===== config.mk =====
export PLATFORM = sky130hd
export DESIGN_NAME = mkio_bc_scheduler
export DESIGN_NICKNAME = d
export VERILOG_FILES = /design/src/rtl/mkio_pkg.sv /design/src/rtl/mkio_resp_timer.sv /design/src/rtl/mkio_bc_scheduler.sv
export SDC_FILE = /design/constraint.sdc
export NUM_CORES = 1
export LEC_CHECK = 0
export CORE_MARGIN = 10
export CORE_UTILIZATION = 51
export DETAILED_ROUTE_END_ITERATION = 10
export HOLD_SLACK_MARGIN = 0.12
export PLACE_DENSITY = 0.76
export SLEW_MARGIN = 15
export SYNTH_ARGS = -nofsm -noshare
export SYNTH_HDL_FRONTEND = slang
export SYNTH_HIERARCHICAL = 1
export SYNTH_SLANG_ARGS = --single-unit
export TNS_END_PERCENT = 1

===== constraint.sdc =====
create_clock -name clk -period 3 [get_ports clk]
set_input_delay 0.6 -clock clk [delete_from_list [all_inputs] [get_ports clk]]
set_output_delay 0.6 -clock clk [all_outputs]
set_load 0.01 [all_outputs]

===== src/rtl/mkio_pkg.sv =====
// Shared definitions for the MKIO bus-controller scheduler: command word layout,
// FSM state encoding and the expected-word-count rule.
package mkio_pkg;

    localparam int CMD_RT_MSB = 15;
    localparam int CMD_RT_LSB = 11;
    localparam int CMD_TR_BIT = 10;
    localparam int CMD_N_MSB  = 4;
    localparam int CMD_N_LSB  = 0;
    localparam int SW_FLAG_MSB = 10;

    // A word count field of zero means a full 32-word transfer.
    localparam logic [5:0] WCNT_N0 = 6'd32;

    typedef enum logic [2:0] {
        ST_IDLE,
        ST_LOAD,
        ST_SEND_CMD,
        ST_WAIT_SW,
        ST_WAIT_DW,
        ST_FAIL,
        ST_NEXT,
        ST_DONE
    } state_t;

    function automatic logic [5:0] word_count(input logic [4:0] n);
        return (n == 5'd0) ? WCNT_N0 : {1'b0, n};
    endfunction

endpackage


===== src/rtl/mkio_resp_timer.sv =====
// Response timeout: loadable down-counter that pulses o_expire once when it
// reaches zero, RESP_TIMEOUT cycles after the load cycle.
module mkio_resp_timer #(
    parameter int RESP_TIMEOUT = 64
) (
    input  logic clk,
    input  logic reset,
    input  logic i_load,
    input  logic i_clr,
    output logic o_expire
);

    localparam int TW = (RESP_TIMEOUT > 1) ? $clog2(RESP_TIMEOUT) : 1;

    logic [TW-1:0] r_count;
    logic          r_armed;

    always_ff @(posedge clk or posedge reset) begin
        if (reset) begin
            r_count <= '0;
            r_armed <= 1'b0;
        end else if (i_clr) begin
            r_armed <= 1'b0;
        end else if (i_load) begin
            r_count <= TW'(RESP_TIMEOUT - 1);
            r_armed <= 1'b1;
        end else if (r_armed) begin
            if (r_count == '0) begin
                r_armed <= 1'b0;
            end else begin
                r_count <= r_count - TW'(1);
            end
        end
    end

    assign o_expire = r_armed && (r_count == '0);

endmodule


===== src/rtl/mkio_bc_scheduler.sv =====
// MKIO bus-controller scheduler: walks the command table, issues RT->BC transmit
// commands, collects status/data words into the buffer RAM and retries failures.
module mkio_bc_scheduler
    import mkio_pkg::*;
#(
    parameter int NUM_CMDS     = 8,
    parameter int RESP_TIMEOUT = 64,
    parameter int MAX_RETRY    = 1,
    localparam int AW          = $clog2(NUM_CMDS)
) (
    input  logic                clk,
    input  logic                reset,
    input  logic                run,
    input  logic                cfg_we,
    input  logic [AW-1:0]       cfg_addr,
    input  logic [15:0]         cfg_data,
    input  logic [AW:0]         cfg_count,
    output logic [15:0]         tx_data,
    output logic                tx_valid,
    output logic                tx_cd,
    input  logic [15:0]         rx_data,
    input  logic                rx_valid,
    input  logic                rx_cd,
    input  logic                rx_perr,
    output logic                buf_we,
    output logic [AW+4:0]       buf_addr,
    output logic [15:0]         buf_data,
    output logic                busy,
    output logic                done,
    output logic [NUM_CMDS-1:0] err_map,
    output logic [NUM_CMDS-1:0] sw_flag
);

    localparam int RW = (MAX_RETRY > 0) ? $clog2(MAX_RETRY + 1) : 1;

    logic [15:0]         r_table [NUM_CMDS];
    state_t              r_state;
    logic [AW:0]         r_count;
    logic [AW-1:0]       r_idx;
    logic [RW-1:0]       r_retry;
    logic [4:0]          r_cmd_rt;
    logic [5:0]          r_wexp;
    logic [5:0]          r_wcnt;
    logic [15:0]         r_tx_data;
    logic                r_tx_valid;
    logic                r_tx_cd;
    logic                r_buf_we;
    logic [AW+4:0]       r_buf_addr;
    logic [15:0]         r_buf_data;
    logic                r_busy;
    logic                r_done;
    logic [NUM_CMDS-1:0] r_err_map;
    logic [NUM_CMDS-1:0] r_sw_flag;

    logic [15:0] w_entry;
    logic        w_sw_ok;
    logic        w_dw_ok;
    logic        w_last;
    logic        w_tmr_load;
    logic        w_tmr_clr;
    logic        w_tmr_expire;

    // NOTE: the command table is plain storage with no reset; only the control
    // state is reset, which keeps the array free of a reset fan-out.
    always_ff @(posedge clk) begin
        if (cfg_we && !r_busy) begin
            r_table[cfg_addr] <= cfg_data;
        end
    end

    assign w_entry = r_table[r_idx];
    assign w_sw_ok = rx_cd && !rx_perr && (rx_data[CMD_RT_MSB:CMD_RT_LSB] == r_cmd_rt);
    assign w_dw_ok = !rx_cd && !rx_perr;
    assign w_last  = ({1'b0, r_idx} == (r_count - (AW+1)'(1)));

    // The timer restarts on the command and on every accepted word.
    assign w_tmr_load = (r_state == ST_SEND_CMD)
                     || ((r_state == ST_WAIT_SW) && rx_valid && w_sw_ok && !w_tmr_expire)
                     || ((r_state == ST_WAIT_DW) && rx_valid && w_dw_ok && !w_tmr_expire);
    assign w_tmr_clr  = !((r_state == ST_SEND_CMD) || (r_state == ST_WAIT_SW)
                       || (r_state == ST_WAIT_DW));

    mkio_resp_timer #(
        .RESP_TIMEOUT (RESP_TIMEOUT)
    ) u_timer (
        .clk      (clk),
        .reset    (reset),
        .i_load   (w_tmr_load),
        .i_clr    (w_tmr_clr),
        .o_expire (w_tmr_expire)
    );

    always_ff @(posedge clk or posedge reset) begin
        if (reset) begin
            r_state    <= ST_IDLE;
            r_count    <= '0;
            r_idx      <= '0;
            r_retry    <= '0;
            r_cmd_rt   <= '0;
            r_wexp     <= '0;
            r_wcnt     <= '0;
            r_tx_data  <= '0;
            r_tx_valid <= 1'b0;
            r_tx_cd    <= 1'b0;
            r_buf_we   <= 1'b0;
            r_buf_addr <= '0;
            r_buf_data <= '0;
            r_busy     <= 1'b0;
            r_done     <= 1'b0;
            r_err_map  <= '0;
            r_sw_flag  <= '0;
        end else begin
            // NOTE: strobes default low each cycle so every branch yields a single-cycle pulse.
            r_tx_valid <= 1'b0;
            r_buf_we   <= 1'b0;
            r_done     <= 1'b0;
            unique case (r_state)
                ST_IDLE: begin
                    if (run) begin
                        if (cfg_count == '0) begin
                            r_done  <= 1'b1;
                            r_state <= ST_DONE;
                        end else begin
                            r_err_map <= '0;
                            r_sw_flag <= '0;
                            r_count   <= cfg_count;
                            r_idx     <= '0;
                            r_retry   <= '0;
                            r_busy    <= 1'b1;
                            r_state   <= ST_LOAD;
                        end
                    end
                end
                ST_LOAD: begin
                    r_cmd_rt <= w_entry[CMD_RT_MSB:CMD_RT_LSB];
                    r_wexp   <= word_count(w_entry[CMD_N_MSB:CMD_N_LSB]);
                    if (!w_entry[CMD_TR_BIT]) begin
                        r_err_map[r_idx] <= 1'b1;
                        r_state          <= ST_NEXT;
                    end else begin
                        r_tx_data  <= w_entry;
                        r_tx_cd    <= 1'b1;
                        r_tx_valid <= 1'b1;
                        r_state    <= ST_SEND_CMD;
                    end
                end
                ST_SEND_CMD: begin
                    r_wcnt  <= '0;
                    r_state <= ST_WAIT_SW;
                end
                ST_WAIT_SW: begin
                    if (w_tmr_expire) begin
                        r_state <= ST_FAIL;
                    end else if (rx_valid) begin
                        if (w_sw_ok) begin
                            r_sw_flag[r_idx] <= r_sw_flag[r_idx] | (|rx_data[SW_FLAG_MSB:0]);
                            r_state          <= ST_WAIT_DW;
                        end else begin
                            r_state <= ST_FAIL;
                        end
                    end
                end
                ST_WAIT_DW: begin
                    if (w_tmr_expire) begin
                        r_state <= ST_FAIL;
                    end else if (rx_valid) begin
                        if (w_dw_ok) begin
                            r_buf_we   <= 1'b1;
                            r_buf_addr <= {r_idx, r_wcnt[4:0]};
                            r_buf_data <= rx_data;
                            r_wcnt     <= r_wcnt + 6'd1;
                            if ((r_wcnt + 6'd1) == r_wexp) begin
                                r_state <= ST_NEXT;
                            end
                        end else begin
                            r_state <= ST_FAIL;
                        end
                    end
                end
                ST_FAIL: begin
                    if (r_retry < RW'(MAX_RETRY)) begin
                        r_retry <= r_retry + RW'(1);
                        r_state <= ST_LOAD;
                    end else begin
                        r_err_map[r_idx] <= 1'b1;
                        r_state          <= ST_NEXT;
                    end
                end
                ST_NEXT: begin
                    r_retry <= '0;
                    if (w_last) begin
                        r_busy  <= 1'b0;
                        r_done  <= 1'b1;
                        r_state <= ST_DONE;
                    end else begin
                        r_idx   <= r_idx + AW'(1);
                        r_state <= ST_LOAD;
                    end
                end
                ST_DONE: begin
                    r_state <= ST_IDLE;
                end
                default: begin
                    r_state <= ST_IDLE;
                end
            endcase
        end
    end

    assign tx_data  = r_tx_data;
    assign tx_valid = r_tx_valid;
    assign tx_cd    = r_tx_cd;
    assign buf_we   = r_buf_we;
    assign buf_addr = r_buf_addr;
    assign buf_data = r_buf_data;
    assign busy     = r_busy;
    assign done     = r_done;
    assign err_map  = r_err_map;
    assign sw_flag  = r_sw_flag;

endmodule


Word level (Yosys, flattened, before mapping)
Memory sizes are Yosys's and may differ from the RTL's.
Index checks and enable logic that the tools add are counted.
{"block": "totals", "mem_bits_ro": 0, "output_inout_bits": 61, "memories": 1, "register_bits": 96, "ram_bits": 128, "input_bits": 46, "latchBits": 0, "elab_cells": 164}
{"block": "op_classes", "shifts": 0, "bitwise_logic": 4, "n_addsub": 5, "order_cmp": 3, "mux": 63, "eq_ne": 27, "reduce_logical": 42, "n_div": 0, "mul": 0}
{"name": "r_table", "depth": 8, "width": 16, "read_ports": 1, "rd_clocked_by_memory_dff": 0, "write_ports": 1, "line_no": "mkio_bc_scheduler.sv:36", "source": "logic [15:0] r_table [NUM_CMDS];"}
{"cell": "2-to-1 mux 8 bit", "count": 7}
{"cell": "2-to-1 mux 3 bit", "count": 14}
{"cell": "2-to-1 mux 6 bit", "count": 7}
{"cell": "!= test 2 bit, second input constant", "count": 13}
{"cell": "2-to-1 mux 1 bit", "count": 24}
{"cell": "case mux 3 bit (8 select lines)", "count": 1}
{"cell": "case mux 8 bit (3 select lines)", "count": 1}
{"cell": "AND reduction 4 bit", "count": 6}
{"cell": "case mux 8 bit (2 select lines)", "count": 1}
{"cell": "== test 3 bit, second input constant", "count": 4}
{"cell": "logical AND 1 bit", "count": 12}
{"cell": "case mux 6 bit (2 select lines)", "count": 1}
{"cell": "OR reduction 11 bit", "count": 1}
{"cell": "bitwise mux 8 bit", "count": 1}
{"cell": "OR 8 bit", "count": 1}
{"cell": "nonzero test 2 bit", "count": 4}
{"cell": "adder 6 x 1 -> 6 bit, second input constant", "count": 1}
{"cell": "== test 3 x 2 -> 1 bit, second input constant", "count": 2}
{"cell": "== test 6 bit", "count": 1}
{"cell": "logical NOT 6 bit", "count": 1}
{"cell": "!= test 3 bit, second input constant", "count": 2}
{"cell": "case mux 3 bit (2 select lines)", "count": 1}
{"cell": "AND reduction 3 bit", "count": 2}
{"cell": "AND reduction 6 bit", "count": 1}
{"cell": "other kinds (26)", "count": 35}

Logic depth before layout (Yosys ltp)
Gate-level depths: netlist of the first run.
{"block": "logic_depth", "depth_word": 9, "mapped_depth": 12, "ltp_nobuf": 11}

Modules after synthesis
The synthesis of the first run kept the hierarchy.
{"module": "mkio_bc_scheduler", "cells_each": 684, "instances": 1, "area_each_um2": 9207.6}
{"module": "mkio_resp_timer", "cells_each": 51, "instances": 1, "area_each_um2": 460.4}

Least setup slack after synthesis of the first run
OpenSTA, ideal clock, no wires.
{"block": "synth_timing", "path_kind": "flip-flop to flip-flop", "startpoint": "reg u_timer.r_count[0]", "endpoint": "reg u_timer.r_count[3]", "n_path_buf": 1, "t_required_ns": 2.863, "path_stages_with_launch": 13, "slack_ns": -0.115, "setup_ns": 0.137, "arrival_time_ns": 2.978, "cell_sequence": "dfrtp_1 > inv_1 > ha_1 > or4b_1 > buf_2 > nor3_1 > nor3_1 > nand3_1 > o31a_1 > o21ai_1 > or4_1 > o41ai_1 > o31ai_1"}
{"block": "synth_via", "elab_chain_len": 8}
{"item": "start: declaration", "line_no": "mkio_resp_timer.sv:15", "source": "logic [TW-1:0] r_count;"}
{"item": "start signal: assignment", "line_no": "mkio_resp_timer.sv:25", "source": "r_count <= TW'(RESP_TIMEOUT - 1);"}
{"item": "start signal: assignment", "line_no": "mkio_resp_timer.sv:31", "source": "r_count <= r_count - TW'(1);"}
{"item": "logical NOT 6 bit (*)", "line_no": "mkio_resp_timer.sv:36", "source": "assign o_expire = r_armed && (r_count == '0);"}
{"item": "logical AND 1 bit (*)", "line_no": "mkio_resp_timer.sv:36"}
{"item": "net w_tmr_expire", "line_no": "mkio_bc_scheduler.sv:61", "source": "logic w_tmr_expire;"}
{"item": "logical NOT 1 bit (*)", "line_no": "mkio_bc_scheduler.sv:78, mkio_bc_scheduler.sv:79"}
{"item": "logical AND 1 bit", "line_no": "mkio_bc_scheduler.sv:78", "source": "|| ((r_state == ST_WAIT_SW) && rx_valid && w_sw_ok && !w_tmr_expire)"}
{"item": "logical OR 1 bit", "line_no": "mkio_bc_scheduler.sv:78"}
{"item": "logical OR 1 bit (*)", "line_no": "mkio_bc_scheduler.sv:79", "source": "|| ((r_state == ST_WAIT_DW) && rx_valid && w_dw_ok && !w_tmr_expire);"}
{"item": "net w_tmr_load", "line_no": "mkio_bc_scheduler.sv:59", "source": "logic w_tmr_load;"}
{"item": "!= test 2 x 1 -> 1 bit (no line) / nonzero test 2 bit (equally long branches)"}
{"item": "AND reduction 3 bit (no line)"}
The timed path passes the listed nets; every way through them passes the cells marked *. The select of a mux whose other input is x is not followed.
A chain may end at the register's enable or synchronous reset.

Worst setup path after layout of the first run
Same ends and word-level chain as after synthesis.

==> results of run 1 <==
-- per-layer routing --
metal / GRT usage [%] / wire length [um]
met3: 3.935 / 1882
met2: 29.27 / 10740
met5: 0 / 0
met4: 3.874 / 289
met1: 23.82 / 9474
-- cells in the final DEF, fill, tap and decap left out, drive strengths merged, types with 3 or more instances in the layout --
cell type	Yosys	routed
nor4	3	3
o2bb2ai	5	5
nand2b	7	7
nor3	11	11
buf	21	31
a211oi	4	4
clkinv	0	6
mux2i	24	24
a21oi	21	21
ha	5	5
clkbuf	18	37
nor2b	14	14
edfxtp	128	128
nor2	34	34
clkdlybuf4s50	0	106
or3	3	3
o31ai	12	12
o41ai	11	11
o221ai	3	3
nand3	12	12
or2	3	3
mux2	21	21
dfrtp	95	95
and2	5	5
nand4	10	10
a22oi	7	7
xnor2	6	6
nor4b	3	3
nand2	124	124
o21ai	37	37
a31oi	8	8
a221oi	3	3
xor2	9	9
inv	16	16
mux4	17	17
-- path summary, 6_finish.rpt --
| path | from | endpoint | slack [ns] | cells after the start |
|---|---|---|---|---|
| worst max-delay path | u_timer/r_count[0] | u_timer/r_count[3] | 0.25 | 11 |
| worst min-delay path | reset | u_timer/r_count[3] | 0.39 | 2 |
| worst max register to register | u_timer/r_count[0] | u_timer/r_count[3] | 0.25 | 11 |
| worst min register to register | buf_data[14] | buf_data[14] | 0.47 | 2 |
| max in group asynchronous | reset | r_idx[0] | 2.00 | 3 |
| min in group clk | buf_data[14] | buf_data[14] | 0.47 | 2 |
-- through the flow --
step | hold slack, ns | setup slack [ns] | instances | power, mW
finish | 0.3853 | 0.2487 | 1111 | 10.69
global route | 0.4117 | 0.02200 | 1111 | 11.28
CTS | 0.3848 | 0.2214 | 1111 | 10.74
detailed placement | 0.4617 | 0.09198 | 1067 | 7.946
global placement | 0.4562 | 0.1519 | 1067 | 7.886
floorplan | 0.4034 | 0.07946 | 735 | 6.523
-- state kept, by name (all words and copies together), names as in the netlist, 5 cells and up --
name / flops
buf_data: 16
err_map: 8
buf_addr: 8
r_cmd_rt: 5
r_table: 128
tx_data: 16
u_timer/r_count: 6
sw_flag: 8
r_wcnt: 6
r_wexp: 6
-- Yosys cell counts, types with 3 or more instances --
library cell,number
sky130_fd_sc_hd__mux2i_1,24
sky130_fd_sc_hd__a21oi_1,20
sky130_fd_sc_hd__inv_1,13
sky130_fd_sc_hd__o41ai_1,10
sky130_fd_sc_hd__ha_1,5
sky130_fd_sc_hd__mux2_2,17
sky130_fd_sc_hd__mux2_1,4
sky130_fd_sc_hd__xnor2_1,6
sky130_fd_sc_hd__buf_2,7
sky130_fd_sc_hd__o31ai_1,12
sky130_fd_sc_hd__nor4b_1,3
sky130_fd_sc_hd__a31oi_1,8
sky130_fd_sc_hd__inv_2,3
sky130_fd_sc_hd__mux4_2,17
sky130_fd_sc_hd__nand4_1,10
sky130_fd_sc_hd__xor2_1,9
sky130_fd_sc_hd__o21ai_0,17
sky130_fd_sc_hd__buf_4,5
sky130_fd_sc_hd__nor4_1,3
sky130_fd_sc_hd__o2bb2ai_1,5
sky130_fd_sc_hd__nand2_1,123
sky130_fd_sc_hd__clkbuf_1,18
sky130_fd_sc_hd__nor2_1,31
sky130_fd_sc_hd__nor3_1,10
sky130_fd_sc_hd__nor2b_1,14
sky130_fd_sc_hd__and2_1,5
sky130_fd_sc_hd__or3_1,3
sky130_fd_sc_hd__dfrtp_1,95
sky130_fd_sc_hd__nand3_1,12
sky130_fd_sc_hd__o221ai_1,3
sky130_fd_sc_hd__edfxtp_1,128
sky130_fd_sc_hd__nand2b_1,7
sky130_fd_sc_hd__buf_6,7
sky130_fd_sc_hd__a211oi_1,4
sky130_fd_sc_hd__o21ai_1,20
sky130_fd_sc_hd__a22oi_1,6
-- cell families (layout without fill, tap and decap cells) --
group           Yosys count  after routing  share of synthesized area [%]
compound gates          131            131                          9.486
simple gates            244            244                          12.31
xor+xnor                 15             15                          1.359
flops                   223            223                          64.35
fa+ha+maj                 5              5                         0.6471
buf+inv                  55            197                          2.964
mux                      62             62                          8.891
-- area by class of cell --
cell class / instances / area (um^2)
Clock buffer: 37 / 699.4
Clock inverter: 7 / 52.55
Inverter: 16 / 61.31
Multi-Input combinational cell: 457 / 3183
Tap cell: 234 / 292.8
Sequential cell: 223 / 6223
Timing Repair Buffer: 137 / 1319
Fill cell: 1361 / 6874
-- power groups by stage --
stage / Sequential, mW / Clock, mW / Combinational, mW
floorplan: 4.25 / 0 / 2.27
global placement: 4.36 / 0 / 3.53
detailed placement: 4.37 / 0 / 3.57
CTS: 4.32 / 2.82 / 3.60
global route: 4.39 / 2.96 / 3.93
finish: 4.33 / 2.78 / 3.58
-- timing repair --
item | in CTS | in global routing
resized for setup | 0 | 1
endpoints found under the setup margin | 0 | 1
hold endpoints to repair | 0 | 0
==> summary by stage, run 1 <==
Run status
The run finished with clean final reports.

Floorplan
During I/O placement, the number of pins put on the boundary was between 100 and 150. The die is 157.7 um tall. The core region is between 15000 and 20000 um^2. The initial standard-cell utilization of the core is roughly 52%. The standard-cell row count is 50. The die extent in x is roughly 160 um. The full die area is roughly 25000 um^2.

Final layout
The repair_antennas step left the layout with diodes totalling 0. The number of nets in the layout is slightly above 900. The fraction of final layout cells with drive strength greater than 1 is about 14%. The post-layout utilization of the core is a little over three fifths. The synthesis-to-layout area growth is 22.38%. With fillers left out, the area of the finished cells amounts to around 12000 um^2.

Synth
For this run, the register share of the synthesized area comes to around 64%. By area the synthesized netlist is led by sky130_fd_sc_hd__edfxtp_1 (40%), sky130_fd_sc_hd__dfrtp_1 (25%), sky130_fd_sc_hd__nand2_1 (4.8%), sky130_fd_sc_hd__mux4_2 (4.0%), sky130_fd_sc_hd__mux2i_1 (2.5%). The share of the synthesized area in the top cell type is roughly two fifths. The proportion of register bits with asynchronous set or reset after synthesis is a little over two fifths. The number of different library cells in the post-synthesis netlist is 80. The cell count after synthesis came out at 735.

In this run, synthesis inferred 128 flip-flops with an integrated enable. The synthesized area is between 9000 and 10000 um^2. The register bit total from synthesis is roughly 220.

The cell taking the most area after synthesis is sky130_fd_sc_hd__edfxtp_1. The most frequently used flop master after synthesis is sky130_fd_sc_hd__edfxtp_1. The number of warning messages in the yosys log is 6. Counting every net in the synthesized netlist gives about 790. Dividing the synthesized area by the synthesized cell count gives 13.15 um^2.

Critical path
The critical path is of the flip-flop to flip-flop type. Along the worst path, the maximum fanout reaches 5. The worst setup path is launched from a flip-flop.

For the worst setup path, the data required time is about 3.4 ns. The kind of cell with the highest combined delay along the critical path is simple AND/OR/NAND/NOR gates. The critical path goes through inv_1 -> ha_1 -> or4b_1 -> nor3_2 -> nor3_1 -> nand3_1 -> o31a_1 -> o21ai_1 -> or4_1 -> o41ai_2 -> o31ai_1.

The critical path endpoint category is a flip-flop. The sum of buffers and inverters on the critical path is 1. For this run, the slowest stage of the critical path takes about 0.51 ns. The cell with the largest stage delay on the worst path is sky130_fd_sc_hd__or4_1. For the worst setup path, the data arrival time is between 3 and 4 ns.

Clock network
The clock tree root driver cell is sky130_fd_sc_hd__clkbuf_16. The longest clock path from root to sink contains 3 buffers. After clock tree synthesis, the setup repair step added 0 buffers. The number of buffers inserted for hold repair after clock tree synthesis is 0. The CTS tree is yes. The clock transition at the register clock pins on the worst setup and hold paths after CTS is 0.06 ns.

CTS built an H-tree with a depth of 1. The tree built by TritonCTS fans out to around 220 sinks. TritonCTS created 24 clock buffers. The clock insertion delay at the later pin of the skew report is roughly 0.52 ns.

STA
The worst path in the final design needs a cycle of between 2 and 3 ns, including I/O delays and setup. Setup repair after global routing left no endpoint under its margin. The setup TNS is 0 ns. The maximum clock skew at final layout is approximately 0.018 ns. At the pin with the least slew margin, the transition time is slightly below 0.8 ns. Based on the critical path, the design can be clocked at up to around 360 MHz. The worst max-slew margin expressed relative to the limit is around half. The ratio of final minimum period to clock period is about 92%. The number of setup violations in the final report is 0. The final count of hold timing violations came to 0. The number of pins exceeding their max-slew limit in the final report is 0.

Placed design
The count of buffers inserted at the top-level ports is around 110. After detailed placement, the total cell area comes to around 11000 um^2. Routability-driven placement finished with a final weighted congestion of just under 0.9. The half-perimeter wire length after detailed placement is 15.07 mm.

Flow run
The tool flagged a number of max-cap violations equal to 0.

Power and ir drop
The reported net switching power is around 3.6 mW. Power spread over the standard cell area amounts to approximately 900 nW/um^2. The share of power burned in combinational logic is roughly a third. The maximum VDD drop is 430.4 uV. The part of the power in the clock network is 26.0%. The internal power summed over all cells is ~7 mW. The standby leakage power is between 4 and 5 nW. Of the total power, registers draw between 40% and 50%. The switching power share of the total is between 30% and 40%.

Hold path
The worst hold path belongs to the class primary input to asynchronous set/reset pin.

Drt
The routed wirelength normalized by instance count is 20.15 um. For this run, the detailed router's first-pass iteration total came to 5. The final layout contains routed wiring with a total length of ~22 mm. The count of unresolved DRC violations after routing is 0. The number of vias in the routed layout is about 6400.

The remaining antenna violation count is 0. Using the TritonRoute via totals, the vias-per-cell ratio works out to between 5 and 6. After the first detailed-routing iteration, the DRC count stood at around 480.

Global routing
The total global routing track utilization is about 18%. The total overflow left after global routing is 0. The via count of the first global-routing pass was 6327. The wire length of the first global-routing pass is ~35 mm.

Entering global routing, the biggest net connects 38 pins. The initial antenna violation count was 0.
Power figures use the tool's default switching activity.
==> run 2: changes to the inputs <==
CORE_UTILIZATION = 40   (was 51)
PLACE_DENSITY = default   (was 0.76)
REMOVE_ABC_BUFFERS = 1   (was default)
clock period = 2.72 ns   (was 3 ns; I/O delays follow)
==> summary by stage, run 2 (synthesis results as in run 1) <==
STA
The maximum clock skew at final layout is 0.02552 ns (+0.007411 ns). The worst max-slew margin expressed relative to the limit came to 52.09% (+3.4 points). The ratio of final minimum period to clock period is 96.82% (+5.1 points). The final count of hold timing violations is 0 (unchanged).

The fmax is 379.7 MHz (+4.5%). The setup slack of the critical path after layout came to 0.08650 ns (-0.1622 ns). The minimum clock period after layout is 2.633 ns (-0.1178 ns). The number of pins exceeding their max-slew limit in the final report was 0 (unchanged). Setup repair after global routing could not meet its margin everywhere. The slew of the pin with the lowest slew margin is 0.7186 ns (-0.05171 ns).

The worst hold slack is 0.3519 ns (-0.03339 ns). The number of setup violations in the final report is 0 (unchanged).

Global routing
The initial antenna violation count is 1 (+1). The total global routing track utilization is 15.22% (-2.6 points). The largest net degree at the start of global routing is 45 (+18%). The fraction of met2 tracks used by global routing is 24.44% (-4.8 points). The wire length of the first global-routing pass is 37.54 mm (+5.8%).

The via count of the first global-routing pass was 6498 (+2.7%). met2 is the most crowded layer. The global-route track usage on met3 came to 3.453% (-0.48 points). The met1 global-route usage was 20.48% (-3.3 points).

The total congestion overflow is 0 (unchanged).

Placed design
The count of buffers inserted at the top-level ports is 106 (unchanged). The half-perimeter wire length after detailed placement is 16.13 mm (+7.1%). The total placed cells including tap cells is 1166 (+9.3%). The worst setup slack before clock tree synthesis came to -0.1838 ns (-0.2758 ns). The post-detailed-placement cell area is 11370 um^2 (+2.7%). The weighted congestion reported at the end of routability-driven placement came to 0.7945 (-8.9%).

Final layout
The number of flip-flops in the largest register is 128 (unchanged). The register cell area after layout is 6223 um^2 (unchanged). The synthesis-to-layout area growth is 26.36%. The leading cell type in the layout, fill and taps excluded is sky130_fd_sc_hd__edfxtp_1. The register with the most flip-flops is r_table. The number of nets in the layout is 925 (+1.6%). The fraction of final layout cells with drive strength greater than 1 came to 16.14% (+1.7 points).

The area used by multi-input combinational logic was 3197 um^2 (+0.43%). In the layout the commonest cells are sky130_fd_sc_hd__edfxtp_1 (128), sky130_fd_sc_hd__nand2_1 (123), sky130_fd_sc_hd__clkdlybuf4s50_1 (106). The summed area of non-filler cells in the final layout is 12220 um^2 (+3.3%). The final cell count without fillers is 1212 (+9.1%).

The post-layout utilization of the core is 51.74% (-12 points). The number of fillers in the final layout is 2061 (+51%).

Clock network
The tree is rooted in a sky130_fd_sc_hd__clkbuf_16. The clock insertion delay at the later pin of the skew report is 0.54 ns (+0.02 ns). The clock transition at the register clock pins on the worst setup and hold paths after CTS is 0.06 ns (about the same). TritonCTS built the clock tree.

The total clock sinks is 223 (unchanged). The number of H-tree levels is 1 (unchanged). The clock tree buffer depth was 3 (unchanged). The number of buffers inserted for hold repair after clock tree synthesis is 0 (unchanged). The number of buffers added for setup after CTS is 0 (unchanged). The total CTS buffers was 25 (+4.2%).

Floorplan
The initial standard-cell utilization of the core is 40.94% (-11 points). The die extent in x came to 175.5 um (+11%). The area inside the core boundary was 23610 um^2 (+26%). The standard-cell row count is 56 (+12%). The height of the die is 175.5 um (+11%). The boundary pin count is 107 (unchanged). The full die area was 30790 um^2 (+24%).

Run status
The flow ran to the end, and the final reports show no timing, DRC or antenna violations.

Drt
The remaining antenna violation count was 0 (unchanged). The count of unresolved DRC violations after routing is 0 (unchanged). The number of vias in the routed layout is 6453 (+0.14%). The routed wirelength normalized by instance count was 19.70 um (-2.2%). The number of DRC markers in iteration 0 is 512 (+7.6%). The number of detailed-routing iterations run before antenna repair was 7 (+2).

The average vias per placed instance was 5.324 (-8.2%). The aggregate routed wire length is 23.88 mm (+6.7%).

Critical path
The peak fanout along the critical path is 5 (unchanged). The worst path required time was 3.10 ns (-0.27 ns). The critical path is of the flip-flop to flip-flop type. The sum of buffers and inverters on the critical path is 1 (unchanged).

The dominant delay contributor by cell family on the critical path is simple AND/OR/NAND/NOR gates. Walking the worst path, the cells encountered are inv_1 -> ha_1 -> or4b_4 -> nor3_4 -> nor3_1 -> nand3_1 -> o31a_1 -> o21ai_2 -> or4_1 -> o41ai_2 -> o31ai_1. The highest cell delay on the worst timing path is 0.49 ns (-0.02 ns). STA classifies the critical path endpoint as a flip-flop. The cell with the largest stage delay on the worst path is sky130_fd_sc_hd__or4b_4.

The critical register-to-register path startpoint is u_timer/r_count[0]. The critical path arrival came to 3.01 ns (-0.11 ns). The worst setup path is launched from a flip-flop. The critical path starts at u_timer/r_count[0].

Hold path
The class of the tightest hold or removal check is primary input to asynchronous set/reset pin.

Power and ir drop
The areal power density over the cells came to 1010 nW/um^2 (+12%). The standby leakage power is 4.687 nW (+3.2%). The maximum VDD drop is 482.9 uV (+12%).

Flow run
The max-cap violation count was 0 (unchanged).
## run 2: cell types whose count changed in the layout (fill, tap and decap cells not counted), sizes merged
cell / delta
buf: +14
diode: +1
clkbuf: -8
inv: +2
clkinv: +4
bufinv: +3
## run 2: worst paths after layout
path | end | slack, ns | cells after the start
worst max-delay path | u_timer/r_count[3] | 0.09 | 11
worst min-delay path | u_timer/r_armed | 0.35 | 2
worst max register to register | u_timer/r_count[3] | 0.09 | 11
worst min register to register | buf_data[1] | 0.47 | 2
max in group asynchronous | sw_flag[3] | 1.68 | 3
min in group clk | buf_data[1] | 0.47 | 2
## run 2: what timing repair did
item / CTS / global route
pin swaps: 1 / 1
gates resized for setup: 5 / 0
setup endpoints to repair: 1 / 1
## run 2: report_power, final
part           internal, mW  switching [mW]  total (mW)
clock                  2.00            1.34        3.34
sequential             4.16           0.558        4.72
combinational          2.05            2.24        4.28
total                  8.21            4.13        12.3
## run 2: through the flow
step                      setup TNS (ns)  total power, mW
after floorplan                   -25.56            6.999
after global placement           -0.6201            9.066
after detailed placement         -0.9712            9.092
after CTS                              0            12.48
after global routing             -0.1477            13.08
final                                  0            12.34
## run 2: area by class of cell
cell class,count,area share [%]
sequential,223,50.94
multi-input combinational,457,26.17
timing repair buffer,151,12.37
clock buffer,29,5.326
tap,319,3.267
clock inverter,16,1.393
inverter,16,0.5121
antenna,1,0.02048
## run 2: metal layers
metal | vias to the layer above | wire, um
met5 | - | 0
met4 | 0 | 457
met3 | 39 | 1507
met2 | 201 | 10880
met1 | 3180 | 11040
li1 | 3033 | -
==> run 3: changes to the inputs <==
CTS_CLUSTER_SIZE = 40   (was default)
==> results of run 3 <==
No change in the layout: final DEF, timing and power equal those of run 2.
